`config.mk`:
```
export PLATFORM = sky130hd
export DESIGN_NAME = mac_addsub_pipe_flat
export DESIGN_NICKNAME = d
export VERILOG_FILES = /design/src/rtl/mac_pkg.sv /design/src/rtl/mac_addsub_pipe_if.sv /design/src/rtl/mac_accum.sv /design/src/rtl/mac_addsub_pipe.sv /design/src/flat_wrapper.sv
export SDC_FILE = /design/constraint.sdc
export NUM_CORES = 2
export LEC_CHECK = 0
export ABC_CLOCK_PERIOD_IN_PS = 7350
export CAP_MARGIN = 20
export CORE_MARGIN = 2
export CORE_UTILIZATION = 35
export CTS_CLUSTER_SIZE = 10
export DETAILED_ROUTE_END_ITERATION = 7
export PLACE_DENSITY = 0.59
export SYNTH_ARGS = -nofsm -noshare
export SYNTH_HDL_FRONTEND = slang
export SYNTH_SLANG_ARGS = --single-unit
```
`constraint.sdc`:
```
create_clock -name clk -period 7.35 [get_ports clk]
set_input_delay 1.47 -clock clk [delete_from_list [all_inputs] [get_ports clk]]
set_output_delay 1.47 -clock clk [all_outputs]
set_load 0.01 [all_outputs]
```
`src/rtl/mac_pkg.sv`:
```
// Shared control type and pipeline depth for the multiply-add/subtract-accumulate block.
package mac_pkg;

   typedef struct packed {
      logic is_signed;
      logic addsub;
      logic load_c;
      logic cin;
   } mac_ctrl_t;

   localparam int MAC_LATENCY = 3;

endpackage

```
`src/rtl/mac_addsub_pipe_if.sv`:
```
// Operand/control inputs and result outputs of mac_addsub_pipe; ovf exists only when MAC_OVF_EN is defined.
interface mac_addsub_pipe_if #(
   parameter int A_W = 18,
   parameter int B_W = 18,
   parameter int C_W = 54,
   parameter int Z_W = 54
);
   logic           in_valid;
   logic [A_W-1:0] a;
   logic [B_W-1:0] b;
   logic [C_W-1:0] c;
   logic           is_signed;
   logic           addsub;
   logic           load_c;
   logic           cin;
   logic           flush;
   logic           out_valid;
   logic [Z_W-1:0] z;
`ifdef MAC_OVF_EN
   logic           ovf;
`endif

   modport master (
      output in_valid, a, b, c, is_signed, addsub, load_c, cin, flush,
      input  out_valid, z
`ifdef MAC_OVF_EN
      , input ovf
`endif
   );

   modport slave (
      input  in_valid, a, b, c, is_signed, addsub, load_c, cin, flush,
      output out_valid, z
`ifdef MAC_OVF_EN
      , output ovf
`endif
   );

endinterface

```
`src/rtl/mac_accum.sv`:
```
// Final stage: base select, z <= base +/- P + cin, one-cycle feedback so back-to-back accumulates never stall.
// Sticky ovf (MAC_OVF_EN) tracks results not representable in Z_W; no backpressure.
module mac_accum
   import mac_pkg::*;
#(
   parameter int Z_W = 54
) (
   input  logic           clk,
   input  logic           rst_n,
   input  logic           flush,
   input  logic           vld,
   input  mac_ctrl_t      ctrl,
   input  logic [Z_W-1:0] p,
   input  logic [Z_W-1:0] c,
   output logic           out_valid,
   output logic [Z_W-1:0] z
`ifdef MAC_OVF_EN
   ,
   output logic           ovf
`endif
);

   logic [Z_W-1:0] base;
   logic [Z_W-1:0] sum;

   assign base = ctrl.load_c ? c : z;
   assign sum  = ctrl.addsub ? (base - p + Z_W'(ctrl.cin))
                             : (base + p + Z_W'(ctrl.cin));

   // Bubbles leave z untouched; flush returns the accumulator to zero.
   always_ff @(posedge clk or negedge rst_n) begin
      if (!rst_n) begin
         out_valid <= 1'b0;
         z         <= '0;
      end else if (flush) begin
         out_valid <= 1'b0;
         z         <= '0;
      end else begin
         out_valid <= vld;
         if (vld) begin
            z <= sum;
         end
      end
   end

`ifdef MAC_OVF_EN
   // Two guard bits hold the exact result of base +/- P + cin for either signedness.
   localparam int W_W = Z_W + 2;

   logic [W_W-1:0] base_w;
   logic [W_W-1:0] p_w;
   logic [W_W-1:0] res_w;
   logic           ovf_now;

   assign base_w = ctrl.is_signed ? W_W'($signed(base)) : W_W'(base);
   assign p_w    = ctrl.is_signed ? W_W'($signed(p))    : W_W'(p);
   assign res_w  = ctrl.addsub ? (base_w - p_w + W_W'(ctrl.cin))
                               : (base_w + p_w + W_W'(ctrl.cin));

   always_comb begin
      ovf_now = 1'b0;
      if (ctrl.is_signed) begin
         ovf_now = !((&res_w[W_W-1:Z_W-1]) || !(|res_w[W_W-1:Z_W-1]));
      end else begin
         ovf_now = |res_w[W_W-1:Z_W];
      end
   end

   always_ff @(posedge clk or negedge rst_n) begin
      if (!rst_n) begin
         ovf <= 1'b0;
      end else if (flush) begin
         ovf <= 1'b0;
      end else if (vld && ovf_now) begin
         ovf <= 1'b1;
      end
   end
`else
   logic unused_sign;
   assign unused_sign = ctrl.is_signed;
`endif

endmodule

```
`src/rtl/mac_addsub_pipe.sv`:
```
// Pipelined Z = base +/- A*B + CIN (base = C or previous Z); latency 3, one transaction per cycle, no backpressure.
// Define MAC_OVF_EN to add the sticky ovf output; flush clears the pipe and accumulator synchronously.
module mac_addsub_pipe
   import mac_pkg::*;
#(
   parameter int A_W = 18,
   parameter int B_W = 18,
   parameter int C_W = 54,
   parameter int Z_W = 54
) (
   input logic              clk,
   input logic              rst_n,
   mac_addsub_pipe_if.slave bus
);

   localparam int P_W = A_W + B_W;

   generate
      if (Z_W < P_W || Z_W < C_W) begin : g_bad_width
         $error("mac_addsub_pipe: Z_W must be at least A_W+B_W and at least C_W");
      end
   endgenerate

   // S1: operand and control capture.
   logic           v1;
   logic [A_W-1:0] a1;
   logic [B_W-1:0] b1;
   logic [C_W-1:0] c1;
   mac_ctrl_t      ctrl1;

   always_ff @(posedge clk or negedge rst_n) begin
      if (!rst_n) begin
         v1    <= 1'b0;
         a1    <= '0;
         b1    <= '0;
         c1    <= '0;
         ctrl1 <= '0;
      end else if (bus.flush) begin
         v1 <= 1'b0;
      end else begin
         v1 <= bus.in_valid;
         if (bus.in_valid) begin
            a1    <= bus.a;
            b1    <= bus.b;
            c1    <= bus.c;
            ctrl1 <= '{is_signed: bus.is_signed, addsub: bus.addsub,
                       load_c: bus.load_c, cin: bus.cin};
         end
      end
   end

   // S2: full-width product, then extension of P and C to Z_W by operand signedness.
   logic        [P_W-1:0] prod_u;
   logic signed [P_W-1:0] prod_s;
   logic        [Z_W-1:0] p_ext;
   logic        [Z_W-1:0] c_ext;

   assign prod_u = P_W'(a1) * P_W'(b1);
   assign prod_s = P_W'($signed(a1)) * P_W'($signed(b1));
   assign p_ext  = ctrl1.is_signed ? Z_W'(prod_s)      : Z_W'(prod_u);
   assign c_ext  = ctrl1.is_signed ? Z_W'($signed(c1)) : Z_W'(c1);

   logic           v2;
   logic [Z_W-1:0] p2;
   logic [Z_W-1:0] c2;
   mac_ctrl_t      ctrl2;

   always_ff @(posedge clk or negedge rst_n) begin
      if (!rst_n) begin
         v2    <= 1'b0;
         p2    <= '0;
         c2    <= '0;
         ctrl2 <= '0;
      end else if (bus.flush) begin
         v2 <= 1'b0;
      end else begin
         v2 <= v1;
         if (v1) begin
            p2    <= p_ext;
            c2    <= c_ext;
            ctrl2 <= ctrl1;
         end
      end
   end

   // S3: accumulate stage.
   mac_accum #(
      .Z_W (Z_W)
   ) u_accum (
      .clk       (clk),
      .rst_n     (rst_n),
      .flush     (bus.flush),
      .vld       (v2),
      .ctrl      (ctrl2),
      .p         (p2),
      .c         (c2),
      .out_valid (bus.out_valid),
      .z         (bus.z)
`ifdef MAC_OVF_EN
      ,
      .ovf       (bus.ovf)
`endif
   );

endmodule

```
`src/flat_wrapper.sv`:
```
// flat-port wrapper written by rule: the top's interface ports become plain ports
module mac_addsub_pipe_flat import mac_pkg::*;
#(
   parameter int A_W = 18,
   parameter int B_W = 18,
   parameter int C_W = 54,
   parameter int Z_W = 54
)
  (clk, rst_n, bus_in_valid, bus_a, bus_b, bus_c, bus_is_signed, bus_addsub, bus_load_c, bus_cin, bus_flush, bus_out_valid, bus_z);
  mac_addsub_pipe_if #(.A_W(A_W), .B_W(B_W), .C_W(C_W), .Z_W(Z_W)) bus_i ();
  input logic clk;
  input logic rst_n;
  input wire logic [$bits(bus_i.in_valid)-1:0] bus_in_valid;
  input wire logic [$bits(bus_i.a)-1:0] bus_a;
  input wire logic [$bits(bus_i.b)-1:0] bus_b;
  input wire logic [$bits(bus_i.c)-1:0] bus_c;
  input wire logic [$bits(bus_i.is_signed)-1:0] bus_is_signed;
  input wire logic [$bits(bus_i.addsub)-1:0] bus_addsub;
  input wire logic [$bits(bus_i.load_c)-1:0] bus_load_c;
  input wire logic [$bits(bus_i.cin)-1:0] bus_cin;
  input wire logic [$bits(bus_i.flush)-1:0] bus_flush;
  output wire logic [$bits(bus_i.out_valid)-1:0] bus_out_valid;
  output wire logic [$bits(bus_i.z)-1:0] bus_z;
  assign bus_i.in_valid = bus_in_valid;
  assign bus_i.a = bus_a;
  assign bus_i.b = bus_b;
  assign bus_i.c = bus_c;
  assign bus_i.is_signed = bus_is_signed;
  assign bus_i.addsub = bus_addsub;
  assign bus_i.load_c = bus_load_c;
  assign bus_i.cin = bus_cin;
  assign bus_i.flush = bus_flush;
  assign bus_out_valid = bus_i.out_valid;
  assign bus_z = bus_i.z;
  mac_addsub_pipe #(.A_W(A_W), .B_W(B_W), .C_W(C_W), .Z_W(Z_W)) u_core (.clk(clk), .rst_n(rst_n), .bus(bus_i));
endmodule
```
# ---- Yosys cells after proc, flatten, opt, wreduce, memory -nomap -nowiden
# Cells that the tools add are included.
dict set report totals {
  reg_bits 262
  latch_bits 0
  ram_bits 0
  mem_bits_ro 0
  input_bits 98
  output_inout_bits 55
  elab_cells 34
  n_memories 0
}
dict set report op_classes {
  addsub 4
  mul 2
  n_div 0
  n_lt_le_gt_ge 0
  eq_ne 0
  shift 0
  muxes 8
  n_bitwise 1
  n_reduce_logical 3
}
# op n
set ops {}
lappend ops {{54-bit two-way mux} 5}
lappend ops {{54-bit by 1-bit adder with 54-bit output} 2}
lappend ops {{18-bit by 18-bit multiplier with 36-bit output} 2}
lappend ops {{54-bit adder} 1}
lappend ops {{54-bit subtractor} 1}
lappend ops {{2-bit AND reduction} 2}
lappend ops {{1-bit two-way mux} 3}
lappend ops {{2-bit nonzero test} 1}
lappend ops {{1-bit inverter} 1}

# ---- Depth between registers and ports, before layout
dict set report depth {
  word_depth 6
  ltp_mapped 27
  ltp_nobuf 25
}

# ---- Hierarchy
# A second synthesis with hierarchy kept.
dict set report unflattened {
  hier_cells 3910
  area_unflattened_um2 35340.1
}
# module n_inst cells_each area_each_um2 seq_area_each_um2
set modules_own_cells {}
lappend modules_own_cells {mac_addsub_pipe 1 2555 24828.8 4779.6}
lappend modules_own_cells {mac_accum 1 1355 10511.3 1376.3}

# ---- Worst setup path before layout
# No wires, ideal clock.
dict set report synth_timing {
  path_type {register -> register}
  startpoint {register u_core.b1[3]}
  endpoint {register u_core.p2[35]}
  setup_time_ns 0.126
  arrival_ns 6.288
  t_required_ns 7.224
  path_slack_ns 0.936
  path_stages_with_launch 20
  n_path_buf 1
  period_less_slack_ns 6.414
  path_cell_list {dfrtp_1 > clkbuf_1 > nand2_1 > fa_1 > inv_1 > fa_1 > fa_1 > fa_1 > fa_1 > inv_1 > fa_1 > inv_1 > ha_1 > nand4_1 > or4_1 > o211ai_1 > a41oi_1 > xnor2_1 > nor2_1 > a221o_1}
}
dict set report synth_via {
  elab_chain_cells 2
  word_cells_on_any_way 3
  classes_between {2 x mul; 1 x mux}
}
# element line_no
set synth_rtl {}
lappend synth_rtl {{from (decl)} mac_addsub_pipe.sv:27} ;# logic [B_W-1:0] b1;
lappend synth_rtl {{from (signal assigned)} mac_addsub_pipe.sv:44} ;# b1 <= bus.b;
lappend synth_rtl {{18-bit by 18-bit multiplier with 36-bit output, on equally long branches} {mac_addsub_pipe.sv:58, mac_addsub_pipe.sv:59}}
lappend synth_rtl {{54-bit two-way mux *} mac_addsub_pipe.sv:60} ;# assign p_ext = ctrl1.is_signed ? Z_W'(prod_s) : Z_W'(prod_u);
lappend synth_rtl {{to (signal assigned)} mac_addsub_pipe.sv:79} ;# p2 <= p_ext;
lappend synth_rtl {{to (decl)} mac_addsub_pipe.sv:64} ;# logic [Z_W-1:0] p2;
# Every way passes the cells marked *; elsewhere a longest branch is shown, timed or not.
# A chain may end at the register's enable or synchronous reset.

# ---- Worst setup path after layout
dict set report layout_timing {
  startpoint {register u_core.a1[14]}
  endpoint {register u_core.p2[29]}
}
dict set report layout_via {
  elab_chain_cells 2
  word_cells_on_any_way 3
  classes_between {2 x mul; 1 x mux}
}
# element line_no
set layout_rtl {}
lappend layout_rtl {{from (decl)} mac_addsub_pipe.sv:26} ;# logic [A_W-1:0] a1;
lappend layout_rtl {{from (signal assigned)} mac_addsub_pipe.sv:43} ;# a1 <= bus.a;
lappend layout_rtl {{18-bit by 18-bit multiplier with 36-bit output, on equally long branches} {mac_addsub_pipe.sv:58, mac_addsub_pipe.sv:59}}
lappend layout_rtl {{54-bit two-way mux *} mac_addsub_pipe.sv:60}
# Marked as above.

==> reports/results.tsv <==
metric	value	unit
outcome	completed	
H-tree depth	2	
Cell Area, Placed	38100	um^2
Area Growth Syn to Fin	11.7	%
# hold bufs at CTS	0	
# IOs	153	
critical path type	reg2reg	
WL/cell	18.5	um
final setup fails	0	
PortBufs	152	
crit path max-delay cell type	dfrtp_1	
Worst path most repeated cell	fa_1	
critical-path cell list	and2_1 -> fa_1 -> inv_1 -> fa_1 -> fa_1 -> fa_1 -> inv_1 -> fa_1 -> inv_1 -> fa_1 -> inv_1 -> ha_1 -> and3_1 -> nand3_1 -> or3_1 -> a21oi_1 -> o21ai_0 -> and2_1 -> o21ai_1 -> a2111oi_0 -> o31a_1 -> a2bb2oi_1	
hold slack	0.456	ns
share of layout cells above drive strength 1	7.31	%
chip width	321	um
slew margin rel.	38.9	%
row count	116	
Worst setup SP type	flop	
final instance area	39200	um^2
CTS tree	done	
drt pass-1 iters	7	
Async SR Flop Fraction	100	%
post-route ant nets	0	
clock latency on the worst-skew pair	0.57	ns
maximum clock path buffer count	3	
Critical Path RT	7.78	ns
Core ar.	99700	um^2
Worst path max stage delay	0.62	ns
FF-to-FF path depth	22	
Crit. End Element	flop	
Max Fclk	144	MHz
number of synthesized flops with an enable pin	0	
RSZ-0062 raised after global routing	false	
Vias/cell	5.01	
setup_tns	0	ns
Distinct cells, synth	95	
top post-synthesis cells by area	fa_1, dfrtp_1, ha_1	
max-cap violations	0	
die height	321	um
synthesized instance count	3903	
Reg clk slew, reported paths	0.06	ns
filler instances	9920	
RePlAce Congestion	0.939	
WHS Endpoint	u_core.c2[51]	
initial antenna violation count	1	
cell family with most CP delay	adder cells	
DR iter-0 viols	1657	
Hold Vio Cnt, Final	0	
post-cts resize count	0	
Slew Viols, Final	0	
min Tclk post-route	6.96	ns
die footprint	103000	um^2
synth warn	0	
reg-to-reg endpoint	u_core.p2[29]	
Worst Max-Slew Pin Slew	0.917	ns
worst hold stages	2	
CP Buf/Inv Count	4	
initial core utilization	35.2	%
clock sinks	245	
Routed WL	98300	um
post-synthesis sequential area ratio	17.5	%
number of global-route vias before repair	27700	
Total GRT Usage	19.4	%
critical path arrival	7.39	ns
TritonCTS Buffers	34	
Clock Skew	0.0256	ns
Mapped Avg Cell Area	8.99	um^2
grt ovf	0	
Detail Placement HPWL	81700	um
crit share post-route	94.7	%
reg2reg start	u_core.a1[14]	
type of the most critical hold path	reg2reg	
reg2reg setup slack	0.39	ns
first-pass GRT wire length	159000	um
top-count cell post-synth	inv_1	
Syn Std Cell Area	35100	um^2
top cells by count, synth	inv_1, nand2_1, fa_1	
via count	26600	
Crit Path Max Fanout	20	
post-CTS setup buffers	0	
#FFs+latches synth	245	
most area-hungry cell type in the Yosys netlist	fa_1	
main flop type after synthesis	dfrtp_1	
final net count	4870	
largest net degree at the start of global routing	142	
# DRC	0	
top cell type's share of synthesized area	25.8	%
CTS root buffer	clkbuf_16	
Syn Nets	4784	
Hold Path Origin	u_core.c1[51]	
kinds of logic after synthesis:
kind of cell               after synthesis  synth area share [%]
xor gates and xnor gates               151                  3.77
adders and majority gates              783                  37.6
AOI/OAI and AO/OA                      662                  12.5
muxes                                  172                  5.43
and+or+nand+nor                       1054                  14.2
buffers and inverters                  836                  8.99
DFF                                    245                  17.5
worst max-delay path by stage:
stage                   from       endpoint  slack, ns  cells after the start
5_1_grt        u_core.a1[14]  u_core.p2[29]       0.09                     22
3_5_place_dp   u_core.a1[14]  u_core.p2[35]       0.35                     21
2_1_floorplan   u_core.b1[3]  u_core.p2[35]       0.94                     19
3_3_place_gp   u_core.a1[14]  u_core.p2[35]       0.46                     21
4_1_cts        u_core.a1[14]  u_core.p2[35]       0.34                     21
6_report       u_core.a1[14]  u_core.p2[29]       0.39                     22
placed cells by master (no fill, tap or decap), types with 33 or more instances in the layout:
cell and count:
inv_1 679, xor2_1 40, a21oi_1 188, dfrtp_1 242
a211oi_1 35, o21ai_1 34, nand2_1 458, nor2_1 170
ha_1 331, xnor2_1 111, nor2b_1 40, clkdlybuf4s50_1 151
fa_1 452, o21ai_0 124, nor3_1 33, nand3_1 38
and2_1 194, buf_4 49, clkbuf_16 35, a21o_1 45
mux2_2 146
routing by layer:
metal  part of all wire [%]  global-route usage, %  vias up
met4                    2.5                   5.16        0
met2                     44                   30.4      596
met1                     49                   28.1    13100
li1                       -                      -    12800
met3                    4.4                   2.37      118
met5                      0                      0        -
registers in the layout, summed over array words and instances, names as in the netlist:
signal                    cells
u_core.b1                    18
u_core.p2                    37
u_core.u_accum.out_valid      1
u_core.u_accum.z             54
u_core.c2                    54
u_core.ctrl1                  4
u_core.v2                     1
u_core.c1                    54
u_core.ctrl2                  3
u_core.a1                    18
u_core.v1                     1
area by class of cell:
cell class	count	area, um^2	share of cell area [%]
multi-input combinational	2822	25800	65.9
clock inverter	9	92.6	0.236
tap	1298	1620	4.15
inverter	682	2560	6.54
timing repair buffer	204	1950	4.99
sequential	245	6130	15.7
antenna	1	2.50	0.00639
clock buffer	47	971	2.48
worst register-to-register path, cell delays in order (launching register included):
cell and delay, ns:
dfrtp_1 0.62, and2_1 0.31, fa_1 0.55, inv_1 0.06, fa_1 0.46, fa_1 0.57
fa_1 0.51, inv_1 0.06, fa_1 0.49, inv_1 0.06, fa_1 0.48, inv_1 0.04
ha_1 0.35, and3_1 0.20, nand3_1 0.10, or3_1 0.37, a21oi_1 0.33, o21ai_0 0.20
and2_1 0.21, o21ai_1 0.25, a2111oi_0 0.15, o31a_1 0.30, a2bb2oi_1 0.14
metrics by stage:
step / util, % / setup slack, ns / instances
2_1_floorplan: - / 0.936 / 3903
3_3_place_gp: 38.2 / 0.463 / 5251
3_5_place_dp: 38.2 / 0.346 / 5251
4_1_cts: 39.3 / 0.335 / 5307
5_1_grt: 39.3 / 0.0880 / 5307
6_report: 39.3 / 0.391 / 5308
Power is not shown: default switching activity piles up to over one toggle a cycle in this logic, so the estimate is an artifact.
